$ cat src/rtl/ulpb_sleep_ctrl_if.sv
// Handshake bundle between a ULPB layer's sleep controller and its node / bus-controller domain.
// master: node/bus side that drives the wake and sleep inputs; slave: the always-on sleep controller.
interface ulpb_sleep_ctrl_if;
   logic DIN;
   logic SLEEP_REQUEST;
   logic EXTERNAL_INT;
   logic POWER_ON_TO_BUS_CTRL;
   logic RELEASE_CLK_TO_BUS_CTRL;
   logic RELEASE_ISO_TO_BUS_CTRL;
   logic RELEASE_RST_TO_BUS_CTRL;
   logic BUS_AWAKE;

   modport master (
      output DIN, SLEEP_REQUEST, EXTERNAL_INT,
      input  POWER_ON_TO_BUS_CTRL, RELEASE_CLK_TO_BUS_CTRL,
      input  RELEASE_ISO_TO_BUS_CTRL, RELEASE_RST_TO_BUS_CTRL, BUS_AWAKE
   );

   modport slave (
      input  DIN, SLEEP_REQUEST, EXTERNAL_INT,
      output POWER_ON_TO_BUS_CTRL, RELEASE_CLK_TO_BUS_CTRL,
      output RELEASE_ISO_TO_BUS_CTRL, RELEASE_RST_TO_BUS_CTRL, BUS_AWAKE
   );
endinterface

$ cat src/rtl/ulpb_sleep_ctrl.sv
// Always-on sleep controller: sequences power/clock/isolation/reset of the bus-controller domain.
// Define ULPB_SLEEP_EXT_INT_WAKE_EN to let EXTERNAL_INT wake the layer in addition to DIN low.
module ulpb_sleep_ctrl #(
   parameter int POWER_SETTLE = 4
) (
   input logic               CLK_EXT,
   input logic               RESETn,
   ulpb_sleep_ctrl_if.slave  bus
);

   // Gating encoding shared with the bus controller (IO_HOLD / IO_RELEASE).
   localparam logic IO_HOLD    = 1'b1;
   localparam logic IO_RELEASE = 1'b0;

   localparam logic [7:0] SETTLE_LAST = 8'(POWER_SETTLE - 1);

   localparam int SYN_DIN = 0;
   localparam int SYN_REQ = 1;
`ifdef ULPB_SLEEP_EXT_INT_WAKE_EN
   localparam int SYN_EXT = 2;
   localparam int NSYNC   = 3;
`else
   localparam int NSYNC   = 2;
`endif
   // Bus idles high, so the DIN synchronizer resets to 1 and the rest to 0.
   localparam logic [NSYNC-1:0] SYNC_IDLE = NSYNC'(1);

   typedef enum logic [2:0] {
      SLEEP, WK_SETTLE, WK_ISO, WK_RST, AWAKE, SL_ISO, SL_CLK, SL_PWR
   } state_t;

   logic [NSYNC-1:0] sync_raw;
   logic [NSYNC-1:0] sync_s2;
   logic             sleep_prev_reg;
   logic             wake;
   logic             sleep_rise;

   state_t     state_reg,     state_next;
   logic [7:0] cnt_reg,       cnt_next;
   logic       wake_pend_reg, wake_pend_next;
   logic       power_reg,     power_next;
   logic       clk_rel_reg,   clk_rel_next;
   logic       iso_reg,       iso_next;
   logic       rst_reg,       rst_next;

   assign sync_raw[SYN_DIN] = bus.DIN;
   assign sync_raw[SYN_REQ] = bus.SLEEP_REQUEST;
`ifdef ULPB_SLEEP_EXT_INT_WAKE_EN
   assign sync_raw[SYN_EXT] = bus.EXTERNAL_INT;
`endif

   generate
      for (genvar gi = 0; gi < NSYNC; gi++) begin : g_sync
         logic s1_reg;
         logic s2_reg;
         always_ff @(posedge CLK_EXT or negedge RESETn) begin
            if (!RESETn) begin
               s1_reg <= SYNC_IDLE[gi];
               s2_reg <= SYNC_IDLE[gi];
            end else begin
               s1_reg <= sync_raw[gi];
               s2_reg <= s1_reg;
            end
         end
         assign sync_s2[gi] = s2_reg;
      end
   endgenerate

   always_ff @(posedge CLK_EXT or negedge RESETn) begin
      if (!RESETn) sleep_prev_reg <= 1'b0;
      else         sleep_prev_reg <= sync_s2[SYN_REQ];
   end

   assign sleep_rise = sync_s2[SYN_REQ] & ~sleep_prev_reg;
`ifdef ULPB_SLEEP_EXT_INT_WAKE_EN
   assign wake = ~sync_s2[SYN_DIN] | sync_s2[SYN_EXT];
`else
   assign wake = ~sync_s2[SYN_DIN];
`endif

   always_ff @(posedge CLK_EXT or negedge RESETn) begin
      if (!RESETn) begin
         state_reg     <= SLEEP;
         cnt_reg       <= 8'd0;
         wake_pend_reg <= 1'b0;
         power_reg     <= IO_HOLD;
         clk_rel_reg   <= IO_HOLD;
         iso_reg       <= IO_HOLD;
         rst_reg       <= IO_HOLD;
      end else begin
         state_reg     <= state_next;
         cnt_reg       <= cnt_next;
         wake_pend_reg <= wake_pend_next;
         power_reg     <= power_next;
         clk_rel_reg   <= clk_rel_next;
         iso_reg       <= iso_next;
         rst_reg       <= rst_next;
      end
   end

   // Each state touches at most one gating output, which keeps the up/down ordering glitch-free.
   always_comb begin
      state_next     = state_reg;
      cnt_next       = cnt_reg;
      wake_pend_next = wake_pend_reg;
      power_next     = power_reg;
      clk_rel_next   = clk_rel_reg;
      iso_next       = iso_reg;
      rst_next       = rst_reg;
      case (state_reg)
         SLEEP: begin
            if (wake || wake_pend_reg) begin
               power_next     = IO_RELEASE;
               cnt_next       = 8'd0;
               wake_pend_next = 1'b0;
               state_next     = WK_SETTLE;
            end
         end
         WK_SETTLE: begin
            if (cnt_reg == SETTLE_LAST) begin
               clk_rel_next = IO_RELEASE;
               state_next   = WK_ISO;
            end else begin
               cnt_next = cnt_reg + 8'd1;
            end
         end
         WK_ISO: begin
            iso_next   = IO_RELEASE;
            state_next = WK_RST;
         end
         WK_RST: begin
            rst_next   = IO_RELEASE;
            state_next = AWAKE;
         end
         AWAKE: begin
            if (sleep_rise) begin
               rst_next   = IO_HOLD;
               state_next = SL_ISO;
            end
         end
         // A wake seen while going down is remembered and served once SLEEP is reached.
         SL_ISO: begin
            iso_next       = IO_HOLD;
            wake_pend_next = wake_pend_reg | wake;
            state_next     = SL_CLK;
         end
         SL_CLK: begin
            clk_rel_next   = IO_HOLD;
            wake_pend_next = wake_pend_reg | wake;
            state_next     = SL_PWR;
         end
         SL_PWR: begin
            power_next     = IO_HOLD;
            wake_pend_next = wake_pend_reg | wake;
            state_next     = SLEEP;
         end
         default: state_next = SLEEP;
      endcase
   end

   assign bus.POWER_ON_TO_BUS_CTRL    = power_reg;
   assign bus.RELEASE_CLK_TO_BUS_CTRL = clk_rel_reg;
   assign bus.RELEASE_ISO_TO_BUS_CTRL = iso_reg;
   assign bus.RELEASE_RST_TO_BUS_CTRL = rst_reg;
   assign bus.BUS_AWAKE               = (state_reg == AWAKE);

endmodule
$ cat src/flat_wrapper.sv
// flat-port wrapper written by rule: the top's interface ports become plain ports
module ulpb_sleep_ctrl_flat 
#(
   parameter int POWER_SETTLE = 4
)
  (CLK_EXT, RESETn, bus_DIN, bus_SLEEP_REQUEST, bus_EXTERNAL_INT, bus_POWER_ON_TO_BUS_CTRL, bus_RELEASE_CLK_TO_BUS_CTRL, bus_RELEASE_ISO_TO_BUS_CTRL, bus_RELEASE_RST_TO_BUS_CTRL, bus_BUS_AWAKE);
  ulpb_sleep_ctrl_if bus_i ();
  input logic CLK_EXT;
  input logic RESETn;
  input wire logic [$bits(bus_i.DIN)-1:0] bus_DIN;
  input wire logic [$bits(bus_i.SLEEP_REQUEST)-1:0] bus_SLEEP_REQUEST;
  input wire logic [$bits(bus_i.EXTERNAL_INT)-1:0] bus_EXTERNAL_INT;
  output wire logic [$bits(bus_i.POWER_ON_TO_BUS_CTRL)-1:0] bus_POWER_ON_TO_BUS_CTRL;
  output wire logic [$bits(bus_i.RELEASE_CLK_TO_BUS_CTRL)-1:0] bus_RELEASE_CLK_TO_BUS_CTRL;
  output wire logic [$bits(bus_i.RELEASE_ISO_TO_BUS_CTRL)-1:0] bus_RELEASE_ISO_TO_BUS_CTRL;
  output wire logic [$bits(bus_i.RELEASE_RST_TO_BUS_CTRL)-1:0] bus_RELEASE_RST_TO_BUS_CTRL;
  output wire logic [$bits(bus_i.BUS_AWAKE)-1:0] bus_BUS_AWAKE;
  assign bus_i.DIN = bus_DIN;
  assign bus_i.SLEEP_REQUEST = bus_SLEEP_REQUEST;
  assign bus_i.EXTERNAL_INT = bus_EXTERNAL_INT;
  assign bus_POWER_ON_TO_BUS_CTRL = bus_i.POWER_ON_TO_BUS_CTRL;
  assign bus_RELEASE_CLK_TO_BUS_CTRL = bus_i.RELEASE_CLK_TO_BUS_CTRL;
  assign bus_RELEASE_ISO_TO_BUS_CTRL = bus_i.RELEASE_ISO_TO_BUS_CTRL;
  assign bus_RELEASE_RST_TO_BUS_CTRL = bus_i.RELEASE_RST_TO_BUS_CTRL;
  assign bus_BUS_AWAKE = bus_i.BUS_AWAKE;
  ulpb_sleep_ctrl #(.POWER_SETTLE(POWER_SETTLE)) u_core (.CLK_EXT(CLK_EXT), .RESETn(RESETn), .bus(bus_i));
endmodule
$ cat config.mk
export PLATFORM = sky130hd
export DESIGN_NAME = ulpb_sleep_ctrl_flat
export DESIGN_NICKNAME = d
export VERILOG_FILES = /design/src/rtl/ulpb_sleep_ctrl_if.sv /design/src/rtl/ulpb_sleep_ctrl.sv /design/src/flat_wrapper.sv
export SDC_FILE = /design/constraint.sdc
export NUM_CORES = 1
export LEC_CHECK = 0
export CAP_MARGIN = 40
export CELL_PAD_IN_SITES_DETAIL_PLACEMENT = 1
export CELL_PAD_IN_SITES_GLOBAL_PLACEMENT = 1
export CORE_ASPECT_RATIO = 0.9
export CORE_MARGIN = 2
export CORE_UTILIZATION = 34
export DETAILED_ROUTE_END_ITERATION = 7
export GPL_TIMING_DRIVEN = 0
export HOLD_SLACK_MARGIN = 0.08
export PLACE_DENSITY = 0.73
export SETUP_SLACK_MARGIN = 0.4
export SYNTH_ARGS = -nofsm -noshare
export SYNTH_HDL_FRONTEND = slang
export SYNTH_SLANG_ARGS = --single-unit
$ cat constraint.sdc
create_clock -name CLK_EXT -period 2.2 [get_ports CLK_EXT]
set_clock_uncertainty 0.05 [all_clocks]
set_input_delay 0.33 -clock CLK_EXT [delete_from_list [all_inputs] [get_ports CLK_EXT]]
set_output_delay 0.33 -clock CLK_EXT [all_outputs]
set_load 0.005 [all_outputs]
Yosys cells after proc, flatten, opt, wreduce, memory -nomap -nowiden

Index checks and enable logic that the tools add are counted.

$add $sub $neg: 1
Multipliers: 0
Div/mod/pow operators: 0
Order comparisons: 0
Eq/ne operators: 12
Shift operators: 0
Muxes and demuxes: 15
Bitwise operators: 4
Reduce and logical (&&, ||, !) cells: 15

Operators by type and width:

| cell                                                                     | number |
|---|---|
| 3-bit case mux with 8 select lines                                       | 1 |
| 8-bit 2-to-1 mux                                                         | 2 |
| 8-bit case mux with 2 select lines                                       | 1 |
| 3-bit equality test (second input constant)                              | 4 |
| 2-bit nonzero test                                                       | 6 |
| 1-bit case mux with 2 select lines                                       | 5 |
| 3-bit 2-to-1 mux                                                         | 3 |
| 8-bit by 1-bit adder with 8-bit output (second input constant)           | 1 |
| 8-bit by 2-bit equality test with 1-bit output (second input constant)   | 1 |
| 2-bit AND reduction                                                      | 4 |
| 3-bit by 2-bit equality test with 1-bit output (second input constant)   | 2 |
| 2-bit by 1-bit inequality test with 1-bit output (second input constant) | 3 |
| 3-bit AND reduction                                                      | 2 |
| 3-bit by 1-bit equality test with 1-bit output (second input constant)   | 1 |
| 3-bit zero test                                                          | 1 |
| 1-bit 2-to-1 mux                                                         | 3 |
| 3-bit OR reduction                                                       | 1 |
| 2-bit inequality test (second input constant)                            | 1 |
| 1-bit inverter                                                           | 2 |
| 1-bit AND                                                                | 1 |
| 1-bit logical OR                                                         | 1 |
| 1-bit bitwise OR                                                         | 1 |

Register bits after elaboration: 21
Latch bits: 0
Bits in writable memories: 0
ROM bits: 0
Input bits: 5
Output and inout port bits: 5
Memories kept: 0

Depth between registers and ports, before layout

Gate-level depths: netlist of run 1.

Word-level depth: 4
Gate-level depth with buffers: 5

Worst setup path before layout of run 1

No wires, ideal clock.

Path type: flip-flop to flip-flop
From: register u_core.cnt_reg[3]
To: register u_core.cnt_reg[2]
Arrival: 1.470 ns
Required time: 2.029 ns
Setup slack: 0.559 ns
Stages on the path, launching flop included: 5
Clock period less this slack: 1.641 ns
Path through: dfrtp_1 -> or4_4 -> nor3_1 -> o21ai_0 -> a22o_1

Word-level cells in the longest chain between the ends: 3

RTL lines:

| item                                           | RTL line               | RTL |
|---|---|---|
| from (decl)                                    | ulpb_sleep_ctrl.sv:39  | `logic [7:0] cnt_reg, cnt_next;` |
| from (signal assigned)                         | ulpb_sleep_ctrl.sv:92  | `cnt_reg <= cnt_next;` |
| 8-bit by 2-bit equality test with 1-bit output | ulpb_sleep_ctrl.sv:120 | `if (cnt_reg == SETTLE_LAST) begin` |
| 2-bit inequality test (no line)                | n/a                    |  |
| 3-bit AND reduction (no line)                  | n/a                    |  |

No other way between the ends.
A chain may end at the register's enable or synchronous reset.

Worst setup path after layout of run 1

From: register u_core.iso_reg (netlist: u_core.bus.RELEASE_ISO_TO_BUS_CTRL)
To: output bus_RELEASE_ISO_TO_BUS_CTRL

RTL lines:

| item                   | RTL line              | RTL |
|---|---|---|
| from (decl)            | ulpb_sleep_ctrl.sv:43 | `logic iso_reg, iso_next;` |
| from (signal assigned) | ulpb_sleep_ctrl.sv:96 | `iso_reg <= iso_next;` |
| to (decl)              | flat_wrapper.sv:15    | `output wire logic [$bits(bus_i.RELEASE_ISO_TO_BUS_CTRL)-1:0] bus_RELEASE_ISO_TO_BUS_CTRL;` |

No word-level cell between the ends.

==> impl_results.md, run 1 <==
- Cells after Synth: 88
- H-tree Lvls: 1
- Area of the multi-input gates: 394.1 um2
- Total negative slack: 0 ns
- Area Growth Syn to Fin: 23.28%
- Unique masters post-synth: 32
- # nets final: 112
- Register area: 533.0 um2
- Clk sinks: 21
- Startpoint Class: flip-flop
- Clock Latency Late Sink: 0.30 ns
- PwrDens: 1202 nW/um2
- Largest net degree at the start of global routing: 13
- MaxCap Viol Count: 0
- Fmax achieved: 0.5728 GHz
- Core ar.: 2703 um2
- Worst Setup Slack post-DPL: 0.3202 ns
- First-pass detailed-route iteration total: 3
- Drt drc: 0
- Worst-path fanout max: 3
- Die width: 59.60 um
- Ant diodes: 0
- # port buffers: 8
- CP Cell Sequence: clkdlybuf4s50_1
- Core Rows: 18
- Placed cells: 127
- Antenna-violating nets left: 0
- Initial Util: 35.00%
- Avg Cell Area, Syn: 10.75 um2
- Reg clk slew, reported paths: 0.12 ns
- Synth Net Count: 94
- Syn. warnings: 0
- Pleak: 0.0005142 uW
- Routed WL: 1.889 mm
- Count of final hold-check violations: 0
- Critical Path End Type: primary output
- Total global-route track usage: 14.15%
- First-pass GRT wire length: 3.318 mm
- Status: completed
- Most frequent cells in the layout: dfrtp_1 (15), o21ai_0 (7), clkdlybuf4s50_1 (7)
- WP data required: 1.82 ns
- CTS buffer count: 3
- Power consumption: 1402 uW
- Vias per cell: 5.163
- CTS root buf: clkbuf_4
- Hold Worst Slack: 0.2922 ns
- Peak supply drop: 0.5509 mV
- Initial antenna violation count: 0
- # IOs: 10
- Hpwl dp: 1.344 mm
- Cell family with most CP delay: flip-flops
- Critical-path top delay cell: dfstp_2
- Hold_buf cts: 0
- Max Slew Vio Count: 0
- Die Y: 54.04 um
- Initial DRC count: 1
- Max clock buf depth: 2
- CP arrival: 1.37 ns
- Fill count: 306
- Vias in the first global route: 718
- Post-Layout Cell Count: 135
- Fin crit share: 79.36%
- Vias: 697
- CTS tree: yes
- Fin worst setup slack: 0.4541 ns
- HP Class: in2async
- GR Overflow Total: 0
- Sequential area share after synthesis: 56.35%
- Die area: 3221 um2
- GPL Wtd Cong: 0.7461
- Layout cells sized above 1: 24.76%
- Max reg flops: 8
- Final setup fails: 0
- RSZ-0062 raised after global routing: no
- #FFs+latches synth: 21
- Post-synthesis cell area: 945.9 um2
- Final min period: 1.746 ns
- Commonest non-fill, non-tap cell in the layout: dfrtp_1
- WL per Instance: 13.99 um
- Worst Path Buf+Inv: 1
- Worst path max stage delay: 0.56 ns
- Rel. slew slack: 66.80%
- Crit Path Class: reg2out
- Tightest Pin Transition: 0.4964 ns
-- through the flow --
step | cell area [um2] | utilization [%]
final | 1166 | 43.15
after global routing | 1166 | 43.15
after CTS | 1146 | 42.41
after detailed placement | 1079 | 39.91
after global placement | 1064 | 39.35
after floorplan | 945.9 | -
-- Yosys cell counts --
library cell | count | area, um2
nand2_1 | 5 | 18.77
buf_6 | 1 | 11.26
xor2_1 | 3 | 26.28
nor3_1 | 2 | 10.01
o211ai_1 | 1 | 7.510
and3_2 | 1 | 7.510
inv_1 | 4 | 15.01
clkbuf_1 | 2 | 7.510
dfrtp_1 | 15 | 375.4
nand2b_1 | 3 | 18.77
xnor2_1 | 1 | 8.760
a31oi_1 | 1 | 6.260
o22ai_1 | 1 | 6.260
nand3_1 | 3 | 15.01
and2_1 | 2 | 12.51
dfstp_2 | 6 | 157.7
buf_1 | 1 | 3.750
and2_2 | 1 | 7.510
ha_1 | 1 | 12.51
nand4_1 | 5 | 31.28
o31ai_1 | 2 | 15.01
a22o_1 | 1 | 8.760
nor2b_1 | 1 | 6.260
mux2i_1 | 1 | 10.01
o21ai_0 | 7 | 35.03
or4_1 | 1 | 7.510
nor3b_2 | 1 | 12.51
a21oi_1 | 6 | 30.03
nor4_1 | 1 | 6.260
nor2_1 | 6 | 22.52
o31ai_4 | 1 | 21.27
or4_4 | 1 | 11.26
-- layer usage --
layer / vias to the layer above / part of all wire, % / global-route usage, %
met4: 0 / 0.53 / 4.444
met5: - / 0 / 0
li1: 346 / - / -
met2: 7 / 48 / 23.26
met3: 2 / 2.2 / 2.885
met1: 342 / 49 / 18.85
-- report_power, final --
part	internal, uW	switching (uW)
clock	67.8	117
combinational	317	321
sequential	505	73.4
-- worst paths after layout --
kind | start | end | slack (ns) | depth (start not counted)
max | u_core.bus.RELEASE_ISO_TO_BUS_CTRL$_DFFE_PN1P_ | bus_RELEASE_ISO_TO_BUS_CTRL | 0.45 | 1
min | RESETn | u_core.wake_pend_reg$_DFFE_PN0P_ | 0.29 | 1
max reg2reg | u_core.cnt_reg[3]$_DFFE_PN0P_ | u_core.cnt_reg[2]$_DFFE_PN0P_ | 0.47 | 4
min reg2reg | u_core.g_sync[1].s1_reg$_DFF_PN0_ | u_core.g_sync[1].s2_reg$_DFF_PN0_ | 0.32 | 0
max in group asynchronous | RESETn | u_core.bus.RELEASE_RST_TO_BUS_CTRL$_DFFE_PN1P_ | 1.27 | 2
min in group CLK_EXT | u_core.g_sync[1].s1_reg$_DFF_PN0_ | u_core.g_sync[1].s2_reg$_DFF_PN0_ | 0.32 | 0
-- cell type report --
type | count | share of cell area (%)
clock inverter | 1 | 0.4292
sequential | 21 | 45.71
tap | 30 | 3.219
timing repair buffer | 13 | 10.62
clock buffer | 3 | 1.931
buffer | 4 | 3.004
inverter | 4 | 1.288
multi-input combinational | 59 | 33.80
-- repair_timing --
item,4_1_cts,5_1_grt
resized for setup,8,4
buffers inserted,3,1
pin swaps,0,1
endpoints found under the setup margin,1,5
-- cells by family (layout without fill, tap and decap cells) --
logic type               Yosys count  in the layout  synth area share, %
AND/OR/NAND/NOR                   33             33                19.84
flip-flops                        21             21                56.35
AO/OA/AOI/OAI                     20             20                13.76
buffers and inverters              8             25                3.968
XOR/XNOR                           4              4                3.704
adder cells (fa/ha/maj)            1              1                1.323
multiplexers                       1              1                1.058
Power figures use the tool's default switching activity.
==> run 2: changes to the inputs <==
- PLACE_DENSITY: 0.73 -> 0.76
- clock period: 2.2 -> 1.4 ns (I/O delays scaled with it)
==> run 2 against run 1 <==
- the flow now finishes with violations (negative setup slack)
- register-to-register slack got worse by 0.79 ns
- critical path depth increased by 3
- non-clock buffer count increased by 25
- hold slack got worse by 0.14 ns
==> impl_results.md, run 2 (same netlist as run 1, synthesis figures left out) <==
- Fill count: 295
- Register-to-Register Path Depth: 4
- Count of final hold-check violations: 0
- Post-Layout Cell Count: 160
- Tightest Pin Transition: 0.4599 ns
- Total global-route track usage: 17.56%
- First-pass detailed-route iteration total: 4
- Core Rows: 18
- RSZ-0062 raised after global routing: yes
- Worst Setup Slack post-DPL: -0.3449 ns
- Fmax achieved: 0.5812 GHz
- Ant diodes: 0
- Max Slew Vio Count: 0
- Die area: 3221 um2
- Critical Path End Type: flip-flop
- Fin worst setup slack: -0.3205 ns
- Die width: 59.60 um
- Die Y: 54.04 um
- First-pass GRT wire length: 4.071 mm
- GPL Wtd Cong: 0.7968
- CTS tree: yes
- Area Growth Syn to Fin: 58.73%
- Antenna-violating nets left: 0
- GR Overflow Total: 0
- Most frequent cells in the layout: buf_6 (16), buf_4 (16), dfrtp_1 (14)
- Area of the multi-input gates: 489.2 um2
- MaxCap Viol Count: 0
- Layout cells sized above 1: 57.69%
- Rel. slew slack: 69.24%
- Drt drc: 0
- Critical R2R Launch: u_core.cnt_reg[5]$_DFFE_PN0P_
- Startpoint Class: flip-flop
- Vias: 864
- Peak supply drop: 1.105 mV
- Placed cells: 127
- Hpwl dp: 1.457 mm
- Pleak: 0.0006845 uW
- Register area: 534.3 um2
- CTS root buf: clkbuf_4
- Vias per cell: 5.400
- Fin crit share: 122.9%
- Final min period: 1.721 ns
- Max clock buf depth: 2
- Initial Util: 35.00%
- WP data required: 1.60 ns
- Critical Path Source: u_core.cnt_reg[5]$_DFFE_PN0P_
- Vias in the first global route: 862
- Final setup fails: 14
- Initial DRC count: 8
- Clk sinks: 21
- CTS buffer count: 3
- Crit Path Class: reg2reg
- Clock Latency Late Sink: 0.31 ns
- Largest net degree at the start of global routing: 13
- H-tree Lvls: 1
- # port buffers: 8
- Worst-path fanout max: 6
- # nets final: 137
- Reg clk slew, reported paths: 0.12 ns
- Routed WL: 3.260 mm
- Failing checks: negative setup slack
- CP arrival: 1.92 ns
- Status: finished, violations left
- Initial antenna violation count: 0
- WL per Instance: 20.38 um
- Hold_buf cts: 0
- Core ar.: 2703 um2
- PwrDens: 2156 nW/um2
- # IOs: 10
- Max reg flops: 8
- HP Class: in2async
run 2: layout make-up:
class	count	share of cell area (%)
inverter	4	1.000
sequential	21	35.58
tap	30	2.500
multi-input combinational	59	32.58
buffer	4	3.000
clock inverter	1	0.3333
clock buffer	3	1.500
timing repair buffer	38	23.50
run 2: final timing paths:
kind | endpoint | slack [ns]
min in group CLK_EXT | u_core.g_sync[0].s1_reg$_DFF_PN1_ | 0.24
max in group asynchronous | u_core.bus.RELEASE_RST_TO_BUS_CTRL$_DFFE_PN1P_ | 0.62
setup / recovery | u_core.cnt_reg[2]$_DFFE_PN0P_ | -0.32
hold reg to reg | u_core.g_sync[0].s2_reg$_DFF_PN1_ | 0.32
hold / removal | u_core.wake_pend_reg$_DFFE_PN0P_ | 0.15
setup reg to reg | u_core.cnt_reg[2]$_DFFE_PN0P_ | -0.32
run 2: timing repair:
action                                 CTS  global route
pin swaps                               15             7
endpoints found under the hold margin    0             0
setup endpoints to repair               19            21
setup buffers                           20             9
gates resized for setup                 45            24
run 2: critical path: stages (launching register included):
cell and delay [ns]:
dfrtp_1 0.39, or4_4 0.57, o31ai_4 0.34, and2_4 0.20
a22o_1 0.11
run 2: metrics by stage:
stage	power, uW	hold slack, ns	utilization (%)	cell area (um2)	setup TNS, ns
global route	3382	0.1861	55.56	1501	-3.285
global placement	1774	0.2867	40.09	1084	-2.231
floorplan	1522	-0.1356	-	965.9	-0.5100
finish	3238	0.1538	55.56	1501	-2.676
detailed placement	1834	0.2863	40.65	1099	-2.258
CTS	2658	0.1586	50.19	1356	-2.089
run 2: layer usage:
metal	global-route usage [%]	routed length [um]	vias up
met5	0	0	-
met3	2.404	87	4
met1	21.95	1460	449
met2	30.95	1679	15
li1	-	-	396
met4	6.667	32	0
run 2: power breakdown:
group | switching (uW) | total (uW) | internal, uW
sequential | 150 | 946 | 796
combinational | 916 | 1990 | 1080
clock | 190 | 297 | 107
total | 1260 | 3240 | 1980
==> run 3: changes to the inputs <==
- PLACE_DENSITY: 0.76 -> 0.73
- clock period: 1.4 -> 2.1 ns (I/O delays scaled with it)
==> run 3 against run 2 <==
- the run now ends clean
- cell count shrank 10%
- sequential share of layout area up 7.0 points
- first-iteration DRC count stayed put
- maximum frequency grew 2.6%
- critical path depth stayed put
- combinational power is 60% lower
- flip-flop and latch count stayed put
- hold slack gained 0.13 ns
- non-clock buffer count down 16
- via count decreased by 15%
- total power shrank 51%
- critical endpoint unchanged
- largest cell class unchanged
- largest power group unchanged
==> impl_results.md, run 3 (same netlist as run 1, synthesis figures left out) <==
- Die area: 3221 um2
- Core Rows: 18
- WP data required: 2.25 ns
- Routed WL: 2.014 mm
- Initial DRC count: 8
- First-pass detailed-route iteration total: 4
- Commonest non-fill, non-tap cell in the layout: dfrtp_1
- Fin util: 46.30%
- Met3 global-route usage: 2.885%
- Cell family with most CP delay: simple AND/OR/NAND/NOR gates
- Crit Path Class: reg2reg
- CTS root buf: clkbuf_4
- Pleak: 0.0005676 uW
- RSZ-0062 raised after global routing: yes
- Ant diodes: 0
- CTS buffer count: 3
- Initial Util: 35.00%
- Fin area: 1251 um2
- Max reg flops: 8
- Met1 Usage GRT: 20.33%
- HP Class: in2async
- Max Slew Vio Count: 0
- Reg clk slew, reported paths: 0.12 ns
- Hold_buf cts: 0
- Antenna-violating nets left: 0
- Most frequent cells in the layout: dfrtp_1 (15), buf_4 (12), o21ai_0 (7)
- Placed cell area: 1079 um2
- Worst path max stage delay: 0.55 ns
- Tightest Pin Transition: 0.4984 ns
- # nets final: 121
- CP Cell Sequence: or4_4, nor3_2, o21ai_0, a22o_1
- PwrDens: 1267 nW/um2
- Layout cells sized above 1: 31.58%
- Total global-route track usage: 14.60%
- CTS tree: yes
- Vias in the first global route: 712
- Hpwl dp: 1.344 mm
- Peak supply drop: 0.6156 mV
- Startpoint Class: flip-flop
- Largest net degree at the start of global routing: 13
- Busiest grt layer: met2
- # IOs: 10
- Vias per cell: 5.090
- Final setup fails: 0
- Total negative slack: 0 ns
- H-tree Lvls: 1
- Clock Latency Late Sink: 0.30 ns
- # port buffers: 8
- GPL Wtd Cong: 0.7461
- Initial antenna violation count: 0
- Worst Path Buf+Inv: 0
- Area Growth Syn to Fin: 32.28%
- Drt drc: 0
- Vias: 733
- Clk sinks: 21
- Fmax achieved: 0.5966 GHz
- CP arrival: 1.83 ns
- Die width: 59.60 um
- GR Overflow Total: 0
- Status: completed
- GR Layer Usage met2: 23.08%
- Fin crit share: 79.82%
- First-pass GRT wire length: 3.394 mm
- WL per Instance: 13.99 um
- Die Y: 54.04 um
- Core ar.: 2703 um2
- Final min period: 1.676 ns
- MaxCap Viol Count: 0
- Rel. slew slack: 66.67%
- Power consumption: 1586 uW
- Critical-path top delay cell: or4_4
- Worst-path fanout max: 4
- Max clock buf depth: 2
- Critical Path End Type: flip-flop
- Count of final hold-check violations: 0
-- run 3: final cells by class --
class                   instances  area, um2
multi-input cells              59      397.9
clock buffers                   3      22.52
clock inverters                 1      5.005
flip-flops and latches         21      533.0
inverters                       4      15.01
plain buffers                   4      45.04
well taps                      30      37.54
fillers                       304       1451
repair buffers                 22      195.2
-- run 3: final timing paths --
path | start | end | slack [ns] | cells past startpoint
max reg2reg | u_core.cnt_reg[4]$_DFFE_PN0P_ | u_core.cnt_reg[2]$_DFFE_PN0P_ | 0.42 | 4
max | u_core.cnt_reg[4]$_DFFE_PN0P_ | u_core.cnt_reg[2]$_DFFE_PN0P_ | 0.42 | 4
min | RESETn | u_core.wake_pend_reg$_DFFE_PN0P_ | 0.28 | 1
min reg2reg | u_core.g_sync[1].s1_reg$_DFF_PN0_ | u_core.g_sync[1].s2_reg$_DFF_PN0_ | 0.31 | 0
min in group CLK_EXT | u_core.g_sync[1].s1_reg$_DFF_PN0_ | u_core.g_sync[1].s2_reg$_DFF_PN0_ | 0.31 | 0
max in group asynchronous | RESETn | u_core.bus.RELEASE_RST_TO_BUS_CTRL$_DFFE_PN1P_ | 1.18 | 2
-- run 3: worst reg2reg max path, cell delays in order (launching register included) --
cell and delay, ns:
dfrtp_1 0.43, or4_4 0.55, nor3_2 0.21, o21ai_0 0.10
a22o_1 0.23
-- run 3: per-stage QoR --
| stage | hold WS (ns) | std cells | setup slack [ns] |
|---|---|---|---|
| after floorplan | -0.03059 | 88 | 0.4586 |
| after global placement | 0.2907 | 126 | 0.3033 |
| after detailed placement | 0.2879 | 127 | 0.2352 |
| after CTS | 0.2816 | 140 | 0.4041 |
| after global routing | 0.3193 | 144 | 0.3713 |
| final | 0.2797 | 144 | 0.4238 |
-- run 3: repair_timing --
item	in CTS	in global routing
pin swaps	1	1
setup endpoints to repair	8	8
setup buffers	9	4
gates resized for setup	18	5
-- run 3: where the power goes --
| part | total (uW) | internal, uW | leakage [uW] | switching [uW] |
|---|---|---|---|---|
| clock network | 192 | 71.0 | 0.0000177 | 121 |
| registers | 602 | 529 | 0.000253 | 73.2 |
| logic | 792 | 419 | 0.000296 | 373 |
-- run 3: routing by layer --
metal | routed length [um] | share of wire (%) | vias to the layer above
met5 | 0 | 0 | -
met4 | 15 | 0.74 | 0
met3 | 39 | 1.9 | 2
met2 | 972 | 48 | 7
met1 | 987 | 49 | 362
li1 | - | - | 362
